### src/rtl/mips32_arb_pkg.sv
`default_nettype none
// ============================================================================
//  Module      : mips32_arb_pkg
//  Description : Shared types and constants for the MIPS32 memory arbiter.
//  Revision    : 1.0 - initial release
// ============================================================================
package mips32_arb_pkg;

    // Width of the latency and starvation counters (both cover 1..15).
    localparam int c_CNT_W = 4;

    typedef enum logic [1:0] {
        IDLE   = 2'd0,
        ACCESS = 2'd1,
        RESP   = 2'd2
    } arb_state_t;

    typedef enum logic [1:0] {
        REQ_IF = 2'd0,
        REQ_DM = 2'd1,
        REQ_LD = 2'd2
    } req_id_t;

endpackage
`default_nettype wire

### src/rtl/mips32_arb_prio.sv
`default_nettype none
// ============================================================================
//  Module      : mips32_arb_prio
//  Description : Combinational winner select, LD > DM > IF, with optional
//                promotion of IF above DM when i_force_if is set.
//  Revision    : 1.0 - initial release
// ============================================================================
module mips32_arb_prio
    import mips32_arb_pkg::*;
(
    input  logic    i_if_req,
    input  logic    i_dm_req,
    input  logic    i_ld_req,
    input  logic    i_force_if,
    output logic    o_valid,
    output req_id_t o_winner
);

    always_comb begin
        o_valid  = i_if_req | i_dm_req | i_ld_req;
        o_winner = REQ_IF;
        if (i_ld_req) begin
            o_winner = REQ_LD;
        end else if (i_force_if && i_if_req) begin
            o_winner = REQ_IF;
        end else if (i_dm_req) begin
            o_winner = REQ_DM;
        end
    end

endmodule
`default_nettype wire

### src/rtl/mips32_mem_arbiter.sv
`default_nettype none
// ============================================================================
//  Module      : mips32_mem_arbiter
//  Description : Shares one single-port word memory between fetch (IF), data
//                (DM) and loader (LD) ports with a fixed-latency access cycle.
//                Optional IF starvation guard: MIPS32_ARB_STARVE_GUARD_EN.
//  Revision    : 1.0 - initial release
// ============================================================================
module mips32_mem_arbiter
    import mips32_arb_pkg::*;
#(
    parameter int AW           = 10,
    parameter int DW           = 32,
    parameter int MEM_LAT      = 2,
    parameter int STARVE_LIMIT = 4
) (
    input  logic          clk1,
    input  logic          reset,
    input  logic          if_req,
    input  logic [AW-1:0] if_addr,
    output logic          if_gnt,
    output logic          if_rvalid,
    output logic [DW-1:0] if_rdata,
    input  logic          dm_req,
    input  logic          dm_we,
    input  logic [AW-1:0] dm_addr,
    input  logic [DW-1:0] dm_wdata,
    output logic          dm_gnt,
    output logic          dm_rvalid,
    output logic [DW-1:0] dm_rdata,
    input  logic          ld_req,
    input  logic          ld_we,
    input  logic [AW-1:0] ld_addr,
    input  logic [DW-1:0] ld_wdata,
    output logic          ld_gnt,
    output logic          ld_rvalid,
    output logic [DW-1:0] ld_rdata,
    input  logic          cpu_halted,
    output logic          mem_en,
    output logic          mem_we,
    output logic [AW-1:0] mem_addr,
    output logic [DW-1:0] mem_wdata,
    input  logic [DW-1:0] mem_rdata,
    output logic          busy
);

    localparam logic [c_CNT_W-1:0] c_LAT     = MEM_LAT[c_CNT_W-1:0];
    localparam logic [c_CNT_W-1:0] c_LAT_END = 1;

    if ((MEM_LAT < 1) || (MEM_LAT > 15)) begin : g_bad_mem_lat
        $error("mips32_mem_arbiter: MEM_LAT must be in 1..15");
    end
    if ((STARVE_LIMIT < 1) || (STARVE_LIMIT > 15)) begin : g_bad_starve_limit
        $error("mips32_mem_arbiter: STARVE_LIMIT must be in 1..15");
    end

    arb_state_t         r_state,  w_nxt_state;
    req_id_t            r_id,     w_nxt_id;
    logic               r_we,     w_nxt_we;
    logic [AW-1:0]      r_addr,   w_nxt_addr;
    logic [DW-1:0]      r_wdata,  w_nxt_wdata;
    logic [c_CNT_W-1:0] r_lat,    w_nxt_lat;
    logic [DW-1:0]      r_cap,    w_nxt_cap;
    logic [2:0]         r_gnt,    w_nxt_gnt;
    logic [2:0]         r_rvalid, w_nxt_rvalid;
    logic [DW-1:0]      r_if_rdata, w_nxt_if_rdata;
    logic [DW-1:0]      r_dm_rdata, w_nxt_dm_rdata;
    logic [DW-1:0]      r_ld_rdata, w_nxt_ld_rdata;

    logic               w_ld_qual;
    logic               w_force_if;
    logic               w_req_valid;
    req_id_t            w_winner;

    // The loader may only touch memory while the pipeline is halted.
    assign w_ld_qual = ld_req & cpu_halted;

    mips32_arb_prio u_prio (
        .i_if_req   (if_req),
        .i_dm_req   (dm_req),
        .i_ld_req   (w_ld_qual),
        .i_force_if (w_force_if),
        .o_valid    (w_req_valid),
        .o_winner   (w_winner)
    );

`ifdef MIPS32_ARB_STARVE_GUARD_EN
    localparam logic [c_CNT_W-1:0] c_STARVE_LIMIT = STARVE_LIMIT[c_CNT_W-1:0];

    logic [c_CNT_W-1:0] r_starve, w_nxt_starve;

    assign w_force_if = (r_starve >= c_STARVE_LIMIT);

    // Count IF losses at arbitration; saturate so the force flag never wraps.
    always_comb begin
        w_nxt_starve = r_starve;
        if ((r_state == IDLE) && w_req_valid) begin
            if (w_winner == REQ_IF) begin
                w_nxt_starve = '0;
            end else if (if_req && (r_starve != '1)) begin
                w_nxt_starve = r_starve + 1'b1;
            end
        end
    end

    always_ff @(posedge clk1 or posedge reset) begin
        if (reset) begin
            r_starve <= '0;
        end else begin
            r_starve <= w_nxt_starve;
        end
    end
`else
    assign w_force_if = 1'b0;
`endif

    always_comb begin
        w_nxt_state    = r_state;
        w_nxt_id       = r_id;
        w_nxt_we       = r_we;
        w_nxt_addr     = r_addr;
        w_nxt_wdata    = r_wdata;
        w_nxt_lat      = r_lat;
        w_nxt_cap      = r_cap;
        w_nxt_gnt      = '0;
        w_nxt_rvalid   = '0;
        w_nxt_if_rdata = r_if_rdata;
        w_nxt_dm_rdata = r_dm_rdata;
        w_nxt_ld_rdata = r_ld_rdata;
        case (r_state)
            IDLE: begin
                if (w_req_valid) begin
                    w_nxt_state         = ACCESS;
                    w_nxt_id            = w_winner;
                    w_nxt_lat           = c_LAT;
                    w_nxt_gnt[w_winner] = 1'b1;
                    case (w_winner)
                        REQ_LD: begin
                            w_nxt_we    = ld_we;
                            w_nxt_addr  = ld_addr;
                            w_nxt_wdata = ld_wdata;
                        end
                        REQ_DM: begin
                            w_nxt_we    = dm_we;
                            w_nxt_addr  = dm_addr;
                            w_nxt_wdata = dm_wdata;
                        end
                        default: begin
                            w_nxt_we    = 1'b0;
                            w_nxt_addr  = if_addr;
                            w_nxt_wdata = '0;
                        end
                    endcase
                end
            end
            ACCESS: begin
                w_nxt_lat = r_lat - 1'b1;
                if (r_lat == c_LAT_END) begin
                    w_nxt_cap   = mem_rdata;
                    w_nxt_state = RESP;
                end
            end
            RESP: begin
                w_nxt_rvalid[r_id] = 1'b1;
                w_nxt_state        = IDLE;
                // A write returns an all-zero acknowledge word.
                case (r_id)
                    REQ_LD:  w_nxt_ld_rdata = r_we ? '0 : r_cap;
                    REQ_DM:  w_nxt_dm_rdata = r_we ? '0 : r_cap;
                    default: w_nxt_if_rdata = r_we ? '0 : r_cap;
                endcase
            end
            default: begin
                w_nxt_state = IDLE;
            end
        endcase
    end

    always_ff @(posedge clk1 or posedge reset) begin
        if (reset) begin
            r_state    <= IDLE;
            r_id       <= REQ_IF;
            r_we       <= 1'b0;
            r_addr     <= '0;
            r_wdata    <= '0;
            r_lat      <= '0;
            r_cap      <= '0;
            r_gnt      <= '0;
            r_rvalid   <= '0;
            r_if_rdata <= '0;
            r_dm_rdata <= '0;
            r_ld_rdata <= '0;
        end else begin
            r_state    <= w_nxt_state;
            r_id       <= w_nxt_id;
            r_we       <= w_nxt_we;
            r_addr     <= w_nxt_addr;
            r_wdata    <= w_nxt_wdata;
            r_lat      <= w_nxt_lat;
            r_cap      <= w_nxt_cap;
            r_gnt      <= w_nxt_gnt;
            r_rvalid   <= w_nxt_rvalid;
            r_if_rdata <= w_nxt_if_rdata;
            r_dm_rdata <= w_nxt_dm_rdata;
            r_ld_rdata <= w_nxt_ld_rdata;
        end
    end

    assign if_gnt    = r_gnt[REQ_IF];
    assign dm_gnt    = r_gnt[REQ_DM];
    assign ld_gnt    = r_gnt[REQ_LD];
    assign if_rvalid = r_rvalid[REQ_IF];
    assign dm_rvalid = r_rvalid[REQ_DM];
    assign ld_rvalid = r_rvalid[REQ_LD];
    assign if_rdata  = r_if_rdata;
    assign dm_rdata  = r_dm_rdata;
    assign ld_rdata  = r_ld_rdata;

    // Memory strobes are live only in ACCESS so they drop with the state.
    assign mem_en    = (r_state == ACCESS);
    assign mem_we    = mem_en & r_we;
    assign mem_addr  = mem_en ? r_addr  : '0;
    assign mem_wdata = mem_en ? r_wdata : '0;
    assign busy      = (r_state != IDLE);

endmodule
`default_nettype wire

### config.mk
export PLATFORM = sky130hd
export DESIGN_NAME = mips32_mem_arbiter
export DESIGN_NICKNAME = d
export VERILOG_FILES = /design/src/rtl/mips32_arb_pkg.sv /design/src/rtl/mips32_arb_prio.sv /design/src/rtl/mips32_mem_arbiter.sv
export SDC_FILE = /design/constraint.sdc
export NUM_CORES = 1
export LEC_CHECK = 0
export ABC_CLOCK_PERIOD_IN_PS = 10200
export CAP_MARGIN = 20
export CORE_MARGIN = 1
export CORE_UTILIZATION = 47
export CTS_BUF_LIST = sky130_fd_sc_hd__clkbuf_4
export DETAILED_ROUTE_END_ITERATION = 6
export GPL_ROUTABILITY_DRIVEN = 0
export GPL_TIMING_DRIVEN = 0
export PLACE_DENSITY = 0.81
export SYNTH_ARGS = -nofsm -noshare
export SYNTH_HDL_FRONTEND = slang
export SYNTH_SLANG_ARGS = --single-unit
### constraint.sdc
create_clock -name clk1 -period 10.2 [get_ports clk1]
set_clock_uncertainty 0.2 [all_clocks]
set_input_delay 3.06 -clock clk1 [delete_from_list [all_inputs] [get_ports clk1]]
set_output_delay 3.06 -clock clk1 [all_outputs]
set_load 0.05 [all_outputs]
==> results by group <==
Synthesis
  – Yosys warnings: 0
  – Area contributors post-synth: dfrtp_1 (58%), o21ai_0 (6.7%), mux2_2 (5.1%), nand2_1 (4.8%), o2bb2ai_1 (3.6%)
  – Sequential area share after synthesis: 0.5842
  – Post-synthesis instance area: around 8000 sq um
  – Area leader, netlist: dfrtp_1
  – Top cells by count, synth: dfrtp_1 (185), o21ai_0 (106), nand2_1 (101), and2_1 (43), clkbuf_1 (42)
  – EDFF count, synth: 0
  – Cell variety after synth: 35
  – Asr flop ratio synth: 1.000
  – Post-synth top flop: dfrtp_1
  – Syn nets: around 870
  – Avg Inst Size Synth: 10.87 sq um
  – Post-synth top area share: 0.5842
  – Most frequent cell after synthesis: dfrtp_1
  – Synthesized instance count: 729
  – #FFs+latches synth: 185

Pwr
  – Cell Pwr Density: 324.5 nW/um^2
  – Logic pwr share: 0.553
  – Flop pwr share: 0.336
  – Int Power: approximately 1900 uW
  – Clock share of power: 0.111
  – Lkg Pwr: between 0.004 and 0.005 uW
  – Net switching power: 1752 uW
  – Net switching share of the total power: 0.4774
  – Peak supply drop: approximately 0.00025 V

Layout
  – Cell area after layout: 11310 sq um
  – Area Growth Syn to Fin: 42.70%
  – Layout cells sized above 1: 0.09240
  – Layout Utilization: 0.6843
  – Ant. Diodes: 0
  – Layout Nets: between 1000 and 1500
  – Finished Layout Cells: 1259

Setup path
  – Worst reg2reg path depth: 7
  – Critical Path AT: approximately 3.2 ns
  – Startpoint Class: flop
  – Worst r2r src: r_id[1]
  – Crit path from: r_state[1]
  – Worst r2r dst: if_rdata[25]
  – Max FO, Critical Path: 10
  – WS Path Type: flop to primary output
  – R2r setup slk: between 7 and 8 ns
  – Worst setup endpoint: mem_wdata[29]
  – CP required: about 6.9 ns
  – Crit. End Element: primary output

Floorplanning
  – Area of the core: ~17000 sq um
  – Die height: ~130 um
  – DIE AREA: roughly 17000 sq um
  – Initial Utilization: 0.4795
  – IO Pins: 281
  – Die width: around 130 um
  – Site row count: 47

Drt
  – DRT Pass-1 Iters: 5
  – Vias per cell: 5.322
  – Routed vias: between 6000 and 7000
  – Avg WL per Cell: 17.61 um
  – Number of remaining DRC errors: 0
  – DRT Wirelength: between 20000 and 25000 um
  – Initial DRC Count: between 200 and 300
  – Post-route ant nets: 0

Placement
  – # port buffers: 278
  – DP HPWL: ~17000 um
  – Placed insts: roughly 1200
  – Dpl cell area: 11020 sq um

STA
  – Max Slew Vio Count: 0
  – Fmax: 0.1561 GHz
  – Worst hold slack: 0.2934 ns
  – Worst Max-Slew Pin Slew: 0.6494 ns
  – Final setup fails: 0
  – Fin crit share: 0.6281
  – Tmin final: between 6 and 7 ns
  – Relative slew slack: 0.5671
  – Hold Vio Cnt, Final: 0
  – RSZ-0062 raised after global routing: no

Clock network
  – Total CTS buffers: 17
  – Post_cts resized: 0
  – Post-CTS Setup Inserts: 0
  – Root Buffer: clkbuf_4
  – H-tree depth: 4
  – Cts-stage hold buffer count: 0
  – Clk slew on worst S/H paths: 0.14 ns
  – Max Root-Sink Buffers: 2
  – CTS tree: built
  – Worst-Skew Late Latency: around 0.56 ns
  – CTS sink cnt: ~190

Global route
  – First-pass GRT wire length: about 35000 um
  – Initial antenna violation count: 0
  – Vias in the first global route: roughly 6700
  – Largest net degree at the start of global routing: 96
  – Tot GR Track Use: 0.2650
  – Grt ovf: 0

Min path
  – Worst hold-check path type: flop to flop

Run
  – Max cap viols: 0

Outcome
  – Status: complete, no violations
## area by class of cell
type	count	area, sq um
flip-flops and latches	185	4629
well taps	220	275.3
clock buffers	17	127.6
inverters	10	45.04
multi-input cells	475	2990
repair buffers	279	2810
plain buffers	59	266.5
fillers	1295	5218
clock inverters	14	162.7
## registers in the layout, summed over array words and instances (netlist names)
signal	count
r_state	2
r_we	1
dm_rdata	32
r_cap	32
ld_rdata	32
if_rdata	32
r_gnt	3
r_wdata	32
r_rvalid	3
r_lat	4
r_addr	10
r_id	2
## kinds of logic (layout without fill, tap and decap cells)
family | count (synthesis) | after routing | synth area share
muxes | 52 | 52 | 0.07516
and+or+nand+nor | 234 | 234 | 0.1517
xor gates and xnor gates | 2 | 2 | 0.002211
DFF | 185 | 185 | 0.5842
adders and majority gates | 5 | 5 | 0.007895
buffers and inverters | 69 | 379 | 0.03837
AOI/OAI and AO/OA | 182 | 182 | 0.1404
## power by group through the flow
stage          sequential [uW]  combinational [uW]  clock [uW]
3_3_place_gp              1240                2000           0
6_report                  1230                2030         406
2_1_floorplan             1700                 846           0
5_1_grt                   1270                2140         448
4_1_cts                   1230                2040         418
3_5_place_dp              1250                2040           0
## per-stage QoR
step | TNS, ns | setup WS [ns] | total power [uW]
CTS | 0 | 3.655 | 3692
floorplan | 0 | 1.911 | 2549
global route | 0 | 3.567 | 3855
detailed placement | 0 | 4.308 | 3287
global placement | -52.57 | -0.2904 | 3240
finish | 0 | 3.794 | 3670
## per-layer routing
| metal | up-vias | wire length [um] | GRT usage |
|---|---|---|---|
| met1 | 3256 | 8915 | 0.3235 |
| met4 | 0 | 686 | 0.1105 |
| met3 | 40 | 1372 | 0.05767 |
| li1 | 3129 | - | - |
| met2 | 275 | 11200 | 0.4550 |
| met5 | - | 0 | 0 |
## layout by cell type, fill, tap and decap left out, types with 34 or more instances in the layout
master	instances
and3_1	34
dfrtp_1	185
clkbuf_1	42
o21ai_0	106
clkdlybuf4s50_1	278
mux2_2	36
and2_1	43
nand2_1	101
## worst max-delay path, stage by stage, from the launching register on
cell	delay, ns
dfrtp_1	0.47
nand2b_1	0.25
inv_2	0.09
clkbuf_1	0.39
clkbuf_1	0.38
and2_1	0.18
clkdlybuf4s50_1	0.83
## worst min-delay path by stage
stage	start	to	cells past startpoint
2_1_floorplan	r_wdata[0]	r_wdata[0]	1
3_3_place_gp	dm_rdata[30]	dm_rdata[30]	2
3_5_place_dp	r_wdata[24]	r_wdata[24]	1
4_1_cts	r_wdata[26]	r_wdata[26]	1
5_1_grt	r_wdata[26]	r_wdata[26]	1
6_report	if_rdata[31]	if_rdata[31]	2
Power figures use the tool's default switching activity.
